===== src/rtl/reg_bank_sb.sv =====
// Parametrised CPU register bank: two async read ports, one write port, PC/SR update paths
// and a pending-write scoreboard. Optional read-during-write forwarding under `BYPASS_EN.
module reg_bank_sb #(
   parameter int unsigned          DATA_W       = 16,
   parameter int unsigned          NUM_REGS     = 16,
   parameter int unsigned          IDX_W        = 4,
   parameter int unsigned          PC_IDX       = 0,
   parameter int unsigned          SR_IDX       = 2,
   parameter int unsigned          PC_STEP      = 2,
   parameter logic [DATA_W-1:0]    RESET_VECTOR = '0,
   parameter int unsigned          SR_FLAG_W    = 4
) (
   input  logic                 clk,
   input  logic                 rst_n,
   input  logic [IDX_W-1:0]     src_reg,
   input  logic [IDX_W-1:0]     dst_reg,
   output logic [DATA_W-1:0]    a,
   output logic [DATA_W-1:0]    b,
   input  logic                 wr_en,
   input  logic [IDX_W-1:0]     wr_reg,
   input  logic [DATA_W-1:0]    wr_data,
   input  logic                 pc_inc,
   input  logic                 pc_load,
   input  logic [DATA_W-1:0]    pc_data_in,
   output logic [DATA_W-1:0]    pc_data_out,
   input  logic                 sr_we,
   input  logic [SR_FLAG_W-1:0] sr_flags,
   output logic [DATA_W-1:0]    sr_data_out,
   input  logic                 busy_set,
   input  logic [IDX_W-1:0]     busy_idx,
   input  logic                 rd_chk,
   output logic                 hazard,
   output logic [NUM_REGS-1:0]  busy_vec
);

   localparam logic [IDX_W-1:0] PC_SEL = IDX_W'(PC_IDX);
   localparam logic [IDX_W-1:0] SR_SEL = IDX_W'(SR_IDX);

   logic [DATA_W-1:0]   regs_q [NUM_REGS];
   logic [DATA_W-1:0]   regs_d [NUM_REGS];
   logic [NUM_REGS-1:0] busy_q;
   logic [NUM_REGS-1:0] busy_d;
   logic [NUM_REGS-1:0] busy_eff;
   logic [DATA_W-1:0]   pc_nxt;
   logic                wr_pc;
   logic                wr_sr;

   assign wr_pc = wr_en && (wr_reg == PC_SEL);
   assign wr_sr = wr_en && (wr_reg == SR_SEL);

   // Next state: general write, then PC and SR dedicated paths, then scoreboard
   always_comb begin
      regs_d = regs_q;
      busy_d = busy_q;
      pc_nxt = regs_q[PC_IDX];
      if (wr_en) regs_d[wr_reg] = wr_data;
      if (wr_pc)        pc_nxt = wr_data;
      else if (pc_load) pc_nxt = pc_data_in;
      else if (pc_inc)  pc_nxt = regs_q[PC_IDX] + DATA_W'(PC_STEP);
      regs_d[PC_IDX] = {pc_nxt[DATA_W-1:1], 1'b0};
      if (!wr_sr && sr_we) regs_d[SR_IDX][SR_FLAG_W-1:0] = sr_flags;
      if (wr_en) busy_d[wr_reg] = 1'b0;
      // Set beats clear on the same index; the PC is never pending
      if (busy_set && (busy_idx != PC_SEL)) busy_d[busy_idx] = 1'b1;
   end

   always_ff @(posedge clk or negedge rst_n) begin
      if (!rst_n) begin
         for (int unsigned i = 0; i < NUM_REGS; i++)
            regs_q[i] <= (i == PC_IDX) ? RESET_VECTOR : '0;
         busy_q <= '0;
      end else begin
         regs_q <= regs_d;
         busy_q <= busy_d;
      end
   end

   // Combinational read ports and hazard qualification
   always_comb begin
      a        = regs_q[src_reg];
      b        = regs_q[dst_reg];
      busy_eff = busy_q;
`ifdef BYPASS_EN
      if (wr_en) begin
         busy_eff[wr_reg] = 1'b0;
         if (wr_reg == src_reg) a = wr_pc ? {wr_data[DATA_W-1:1], 1'b0} : wr_data;
         if (wr_reg == dst_reg) b = wr_pc ? {wr_data[DATA_W-1:1], 1'b0} : wr_data;
      end
`endif
      hazard = rd_chk & (busy_eff[src_reg] | busy_eff[dst_reg]);
   end

   assign pc_data_out = regs_q[PC_IDX];
   assign sr_data_out = regs_q[SR_IDX];
   assign busy_vec    = busy_q;

endmodule


===== config.mk =====
export PLATFORM = sky130hd
export DESIGN_NAME = reg_bank_sb
export DESIGN_NICKNAME = d
export VERILOG_FILES = /design/src/rtl/reg_bank_sb.sv
export SDC_FILE = /design/constraint.sdc
export NUM_CORES = 1
export LEC_CHECK = 0
export BUFFER_PORTS_ARGS = -buffer_cell sky130_fd_sc_hd__buf_2
export CAP_MARGIN = 5
export CORE_MARGIN = 2
export CORE_UTILIZATION = 45
export DETAILED_ROUTE_END_ITERATION = 7
export PLACE_DENSITY = 0.62
export SLEW_MARGIN = 20
export SYNTH_ARGS = -nofsm -noshare
export SYNTH_HDL_FRONTEND = slang
export SYNTH_SLANG_ARGS = --single-unit

===== constraint.sdc =====
create_clock -name clk -period 3.9 [get_ports clk]
set_clock_uncertainty 0.05 [all_clocks]
set_input_delay 0 -clock clk [delete_from_list [all_inputs] [get_ports clk]]
set_output_delay 0 -clock clk [all_outputs]
set_load 0.01 [all_outputs]

# [Word-level counts from Yosys, hierarchy flattened]
# Cells that the tools add are included.
[totals] register_bits=271 latchBits=0 mem_bits_rw=0 mem_bits_ro=0 in_bits=60 out_inout_bits=81 elab_cells=74 n_memories=0
[op_classes] n_addsub=1 multipliers=0 div_mod_pow=0 order_cmp=10 eq_ne=1 shift=0 mux=24 bitwise_logic=8 n_reduce_logical=12
[op_table] cell="$bwmux W256" count=1
[op_table] cell="$mux W212" count=1
[op_table] cell="$mux W16" count=10
[op_table] cell="$bmux W16 S4" count=2
[op_table] cell="$demux W16 S4" count=1
[op_table] cell="$lt A4 B5 Y1 const B" count=4
[op_table] cell="$add A16 B2 Y16 const B" count=1
[op_table] cell="$and A16 B16 Y16" count=1
[op_table] cell="$not A16 Y16" count=1
[op_table] cell="$or A16 B16 Y16" count=1
[op_table] cell="$ge A5 B5 Y1 const B" count=3
[op_table] cell="$not A4 Y5" count=3
[op_table] cell="$bmux W1 S4" count=2
[op_table] cell="$demux W1 S4" count=2
[op_table] cell="$ge A4 B1 Y1 const B" count=2
[op_table] cell="$logic_and A1 B1 Y1" count=7
[op_table] cell="$lt A5 B1 Y1 const B" count=1
[op_table] cell="$eq A4 B2 Y1 const B" count=1
[op_table] cell="$logic_not A4 Y1" count=1
[op_table] cell="$mux W1" count=4
[op_table] cell="$mux W4" count=1
[op_table] cell="$reduce_bool A4 Y1" count=1
[op_table] cell="$reduce_bool A3 Y1" count=1
[op_table] cell="$reduce_bool A2 Y1" count=1
[op_table] cell="3 further kinds" count=3

# [Depth between registers and ports, before layout]
[logic_depth] depth_word=9 ltp_mapped=7

# [Worst setup path before layout]
# Ideal clock, no wire load.
[synth_path] kind="register to output" startpoint="register busy_q[5] (netlist: busy_vec[5])" endpoint="output port hazard" arrival_ns=1.486 slack_ns=2.364 path_stages_with_launch=6 n_path_buf=0 cell_sequence="dfrtp_1 > mux4_2 > nor2b_1 > a211oi_1 > a21oi_1 > o21a_1"
[synth_via] elab_chain_cells=4
[synth_rtl] element="from (decl)" line="41" text="logic [NUM_REGS-1:0] busy_q;"
[synth_rtl] element="from (signal assigned)" line="74" text="busy_q <= busy_d;"
[synth_rtl] element="$bmux W1 S4" line="90" text="hazard = rd_chk & (busy_eff[src_reg] | busy_eff[dst_reg]);"
[synth_rtl] element="$mux W1 (not written as such)" line="90"
[synth_rtl] element="$or A1 B1 Y1 (*)" line="90"
[synth_rtl] element="$and A1 B1 Y1 (*)" line="90"
[synth_rtl] element="to (decl)" line="32" text="output logic hazard,"
# Every way passes the cells marked *; elsewhere a longest branch is shown, timed or not. The select of a mux whose other input is x is not followed.

# [Worst setup path after layout]
[layout_path] startpoint="register regs_q (netlist bit pc_data_out[1])" endpoint="register regs_q (netlist bit pc_data_out[7])"
[layout_via] elab_chain_cells=4
[layout_rtl] element="from (decl)" line="39" text="logic [DATA_W-1:0] regs_q [NUM_REGS];"
[layout_rtl] element="from (signal, indexed assignment)" line="70" text="regs_q[i] <= (i == PC_IDX) ? RESET_VECTOR : '0;"
[layout_rtl] element="from (signal assigned)" line="73" text="regs_q <= regs_d;"
[layout_rtl] element="$add A16 B2 Y16" line="59" text="else if (pc_inc) pc_nxt = regs_q[PC_IDX] + DATA_W'(PC_STEP);"
[layout_rtl] element="$mux W16" line="59"
[layout_rtl] element="$mux W16" line="58" text="else if (pc_load) pc_nxt = pc_data_in;"
[layout_rtl] element="$mux W16" line="57" text="if (wr_pc) pc_nxt = wr_data;"
# No other way between the ends. The select of a mux whose other input is x is not followed.
# A chain may end at the register's enable or synchronous reset.

==> results.env <==
CTS_HTREE_LEVELS=1
MIN-DELAY-PATH-CLASS='input pin to asynchronous set/reset pin'
WORSTSETUPENDPOINTTYPE='register'
FINAL_DESIGN_INSTANCE_AREA_WITHOUT_FILL_UM2=17600
SYNTH-SEQ-CELLS=271
DETAILEDROUTE.FIRSTPASSITERATIONCOUNT=4
SYN-CELL-AREA_UM2=14900
VIOLATIONS='hold timing'
WL_PER_CELL_UM=25.1
SYNTH_SEQ_AREA_SHARE=0.454
GR-USAGE-ALL-LAYERS=0.241
WORST_SLACK_NS=1.06
POST_CTS.REPAIR.SETUP_BUFFERS=0
SYNTHCELLS=976
SYNTH_NETS=1037
DRTANTENNAVIOLNETS=0
CLK_LATENCY_NS=0.56
CRITPATHREQUIREDTIME_NS=4.35
PLACER_CONGESTION_ESTIMATE=0.815
ROUTED_WL_MM=40.2
VIASPERCELL=5.97
AREA_GROWTH_SYN_TO_LAYOUT_PCT=18.2
STATUS='finished with violations'
SYNTH-WARNING-COUNT=0
CLKSLEWWORSTSETUPHOLDPATHS_NS=0.06
DRV.MAX_CAP_VIOLATION_COUNT=0
DRC=0
R2R-START='pc_data_out[1]'
PLACEMENT_ROWS=66
SLEW-LIMIT-HEADROOM=0.317
CTS-BUFFERS-INSERTED=30
ANTENNADIODECOUNT=0
MAXIMUM_NUMBER_OF_PINS_ON_ONE_NET_BEFORE_GLOBAL_ROUTE_REPAIR=96
SETUP.WORST_PATH.START='pc_data_out[1]'
DETAIL_ROUTE.ITER0.VIOLATIONS=628
INITIAL_UTILIZATION=0.457
TIMING.FMAX_MHz=352
SETUP_VIOLATIONS=0
NETLIST-CELL-TYPE-COUNT=36
FINAL_MIN_PERIOD_OVER_CLOCK_PERIOD=0.729
REPORT.FINAL.HOLD_VIOL_COUNT=1
HPWL_AFTER_DETAILED_PLACEMENT_MM=24.8
R2R_END='pc_data_out[7]'
CTS_ROOT_BUF='sky130_fd_sc_hd__clkbuf_16'
IOPINCOUNT=141
REG2REGPATHDEPTH=8
FP.DIEW_UM=186
VDD_IR_DROP_MAX_mV=0.354
WORST_SETUP_PATH_START_KIND='register'
COUNT_OF_NETS_AFTER_FINISHING=1196
FINAL_PERIOD_MINUS_WORST_SETUP_SLACK_NS=2.84
CP-ENDPOINT='pc_data_out[7]'
TIMING_MAX_TRANSITION_VIOLATIONS_FINAL=0
HOLD-WORST-SLACK_NS=-0.000179
FILLER_CELL_COUNT=2699
CRITPATHARRIVALTIME_NS=3.29
TOTAL_PLACED_INSTANCE_AREA_UM2=15800
POWER-PER-CELL-AREA_nW_PER_UM2=516
P_LEAK_nW=7.35
GRT_PASS1_VIAS=10100
GR-TOTAL-OVERFLOW=0
GRT_ANTENNA_BEFORE_REPAIR=0
RSZ0062_AT_GRT='false'
WORST_SLEW_PIN_SLEW_NS=1.03
SETUP_TOTAL_NEGATIVE_SLACK_NS=0
CLOCK-SINKS=271
WIRE_LENGTH_OF_THE_FIRST_GLOBAL_ROUTING_PASS_MM=61.5
SETUP_SLACK_AFTER_PLACEMENT_NS=1.66
PORT_BUFFERS=138
WORST-SETUP-PATH-TYPE='register to register'
AREA_INSIDE_THE_CORE_BOUNDARY_UM2=32600
CTS_TREE='built'
DRIVE_ABOVE_1_SHARE=0.534
FLOORPLAN.DIE_AREA_UM2=34600
FLOORPLAN.DIE.HEIGHT_UM=186
WORST-PATH-MAX-FANOUT=6
NUM_VIAS=9561
CTS_RESIZED=0
CTS.PATH.MAX_BUFFERS=3
AVERAGE_FOOTPRINT_OF_A_SYNTHESIZED_CELL_UM2=15.3
WORST_R2R_SETUP_SLACK_NS=1.06
[critical path, stage by stage, from the launching register on]
cell and delay, ns:
sky130_fd_sc_hd__dfrtp_1 0.47, sky130_fd_sc_hd__ha_1 0.23, sky130_fd_sc_hd__nand3_1 0.31, sky130_fd_sc_hd__nor2_1 0.22, sky130_fd_sc_hd__xor2_1 0.16, sky130_fd_sc_hd__mux2i_1 0.08
sky130_fd_sc_hd__dlygate4sd3_1 0.57, sky130_fd_sc_hd__o21ai_0 0.13, sky130_fd_sc_hd__dlygate4sd3_1 0.58
[Yosys cell counts]
cell                       number  area share
sky130_fd_sc_hd__ha_1           1     0.00084
sky130_fd_sc_hd__and2_1         2     0.00084
sky130_fd_sc_hd__xnor2_1        7      0.0041
sky130_fd_sc_hd__nand2_1       23      0.0058
sky130_fd_sc_hd__nand3_1        8      0.0027
sky130_fd_sc_hd__nor2b_1        3      0.0013
sky130_fd_sc_hd__nor3b_1        1     0.00050
sky130_fd_sc_hd__o21a_1         1     0.00050
sky130_fd_sc_hd__a32o_1         4      0.0027
sky130_fd_sc_hd__mux4_2       166        0.25
sky130_fd_sc_hd__clkbuf_1      36      0.0091
sky130_fd_sc_hd__buf_6          6      0.0045
sky130_fd_sc_hd__nand4_1        4      0.0017
sky130_fd_sc_hd__a22o_1         1     0.00059
sky130_fd_sc_hd__inv_1          6      0.0015
sky130_fd_sc_hd__buf_4         32       0.016
sky130_fd_sc_hd__dfrtp_1      271        0.45
sky130_fd_sc_hd__nor4_1         3      0.0013
sky130_fd_sc_hd__conb_1         1     0.00025
sky130_fd_sc_hd__nand2b_1       2     0.00084
sky130_fd_sc_hd__nor2_1        18      0.0045
sky130_fd_sc_hd__nor2_2         6      0.0025
sky130_fd_sc_hd__xor2_1         7      0.0041
sky130_fd_sc_hd__buf_1         10      0.0025
sky130_fd_sc_hd__buf_2         35       0.012
sky130_fd_sc_hd__mux2_2       232        0.18
sky130_fd_sc_hd__mux2i_1       12      0.0080
sky130_fd_sc_hd__nand3b_1       9      0.0045
sky130_fd_sc_hd__nor3b_2        1     0.00084
sky130_fd_sc_hd__o21ai_0       36       0.012
sky130_fd_sc_hd__and3_1         2     0.00084
sky130_fd_sc_hd__or3_1          3      0.0013
sky130_fd_sc_hd__a211oi_1       2      0.0010
sky130_fd_sc_hd__nor3_1         3      0.0010
sky130_fd_sc_hd__a21oi_1       16      0.0054
sky130_fd_sc_hd__mux2_1         6      0.0045
[flip-flops by register name, indices dropped and copies added (netlist names)]
signal,flops
regs_q,224
pc_data_out,15
sr_data_out,16
busy_vec,16
[metal layers]
layer  global-route usage  share of wire
met5                    0              0
met4               0.0775          0.031
met3               0.0372          0.056
met2                0.396           0.49
met1                0.332           0.43
[worst min path at each step]
| stage | startpoint | endpoint | slack [ns] | cells past startpoint |
|---|---|---|---|---|
| 6_report | rst_n | regs_q[96] | -0.0002 | 2 |
| 3_5_place_dp | rst_n | sr_data_out[0] | 0.02 | 1 |
| 2_1_floorplan | rst_n | busy_vec[0] | -0.35 | 0 |
| 4_1_cts | rst_n | sr_data_out[0] | 0.02 | 2 |
| 5_1_grt | rst_n | regs_q[96] | 0.06 | 2 |
| 3_3_place_gp | rst_n | sr_data_out[0] | 0.02 | 1 |
[stage by stage]
step	cells	power (mW)	util
floorplan	976	5.48	-
global placement	1463	6.04	0.484
detailed placement	1463	6.12	0.484
CTS	1601	9.18	0.541
global route	1601	9.54	0.541
finish	1601	9.10	0.541
[cell usage in the layout (no fill, tap or decap), types with 3 or more instances in the layout]
master and n:
sky130_fd_sc_hd__buf_2 135, sky130_fd_sc_hd__bufinv_16 3, sky130_fd_sc_hd__dfrtp_1 271, sky130_fd_sc_hd__nor2_1 15
sky130_fd_sc_hd__nand3b_1 9, sky130_fd_sc_hd__mux2_1 6, sky130_fd_sc_hd__clkinv_2 4, sky130_fd_sc_hd__nor3_1 3
sky130_fd_sc_hd__nand3_1 8, sky130_fd_sc_hd__inv_1 6, sky130_fd_sc_hd__mux4_2 166, sky130_fd_sc_hd__a32o_1 4
sky130_fd_sc_hd__xor2_1 7, sky130_fd_sc_hd__nand4_1 4, sky130_fd_sc_hd__a21oi_1 16, sky130_fd_sc_hd__buf_12 4
sky130_fd_sc_hd__o21ai_0 36, sky130_fd_sc_hd__nand2_1 23, sky130_fd_sc_hd__xnor2_1 7, sky130_fd_sc_hd__dlygate4sd3_1 82
sky130_fd_sc_hd__mux2_2 232, sky130_fd_sc_hd__nor4_1 3, sky130_fd_sc_hd__buf_4 24, sky130_fd_sc_hd__clkbuf_16 31
sky130_fd_sc_hd__clkbuf_1 10, sky130_fd_sc_hd__clkbuf_8 7, sky130_fd_sc_hd__nor2_2 7, sky130_fd_sc_hd__mux2i_1 12
sky130_fd_sc_hd__or3_1 3
[report_power, final]
part | internal, mW | switching [mW]
Sequential | 3.44 | 0.487
Clock | 1.78 | 1.15
Combinational | 1.42 | 0.812
Total | 6.65 | 2.45
[final cells by class]
| type | count | area, um^2 | area share |
|---|---|---|---|
| Timing Repair Buffer | 246 | 1770 | 0.100 |
| Inverter | 6 | 22.5 | 0.00128 |
| Clock inverter | 8 | 118 | 0.00667 |
| Clock buffer | 48 | 910 | 0.0516 |
| Sequential cell | 271 | 6780 | 0.384 |
| Tap cell | 442 | 553 | 0.0314 |
| Multi-Input combinational cell | 580 | 7480 | 0.424 |
[kinds of logic after synthesis]
| logic type | count (synthesis) | share of synthesized area |
|---|---|---|
| mux | 416 | 0.438 |
| flops | 271 | 0.454 |
| buf+inv | 125 | 0.0454 |
| simple gates | 88 | 0.0304 |
| compound gates | 60 | 0.0222 |
| xor+xnor | 14 | 0.00822 |
| fa+ha+maj | 1 | 0.000838 |
| other cells | 1 | 0.000251 |
[timing repair]
action / CTS / global route
hold buffers: 82 / 0
endpoints found under the hold margin: 358 / 0
setup endpoints to repair: 0 / 0
Power figures use the tool's default switching activity.
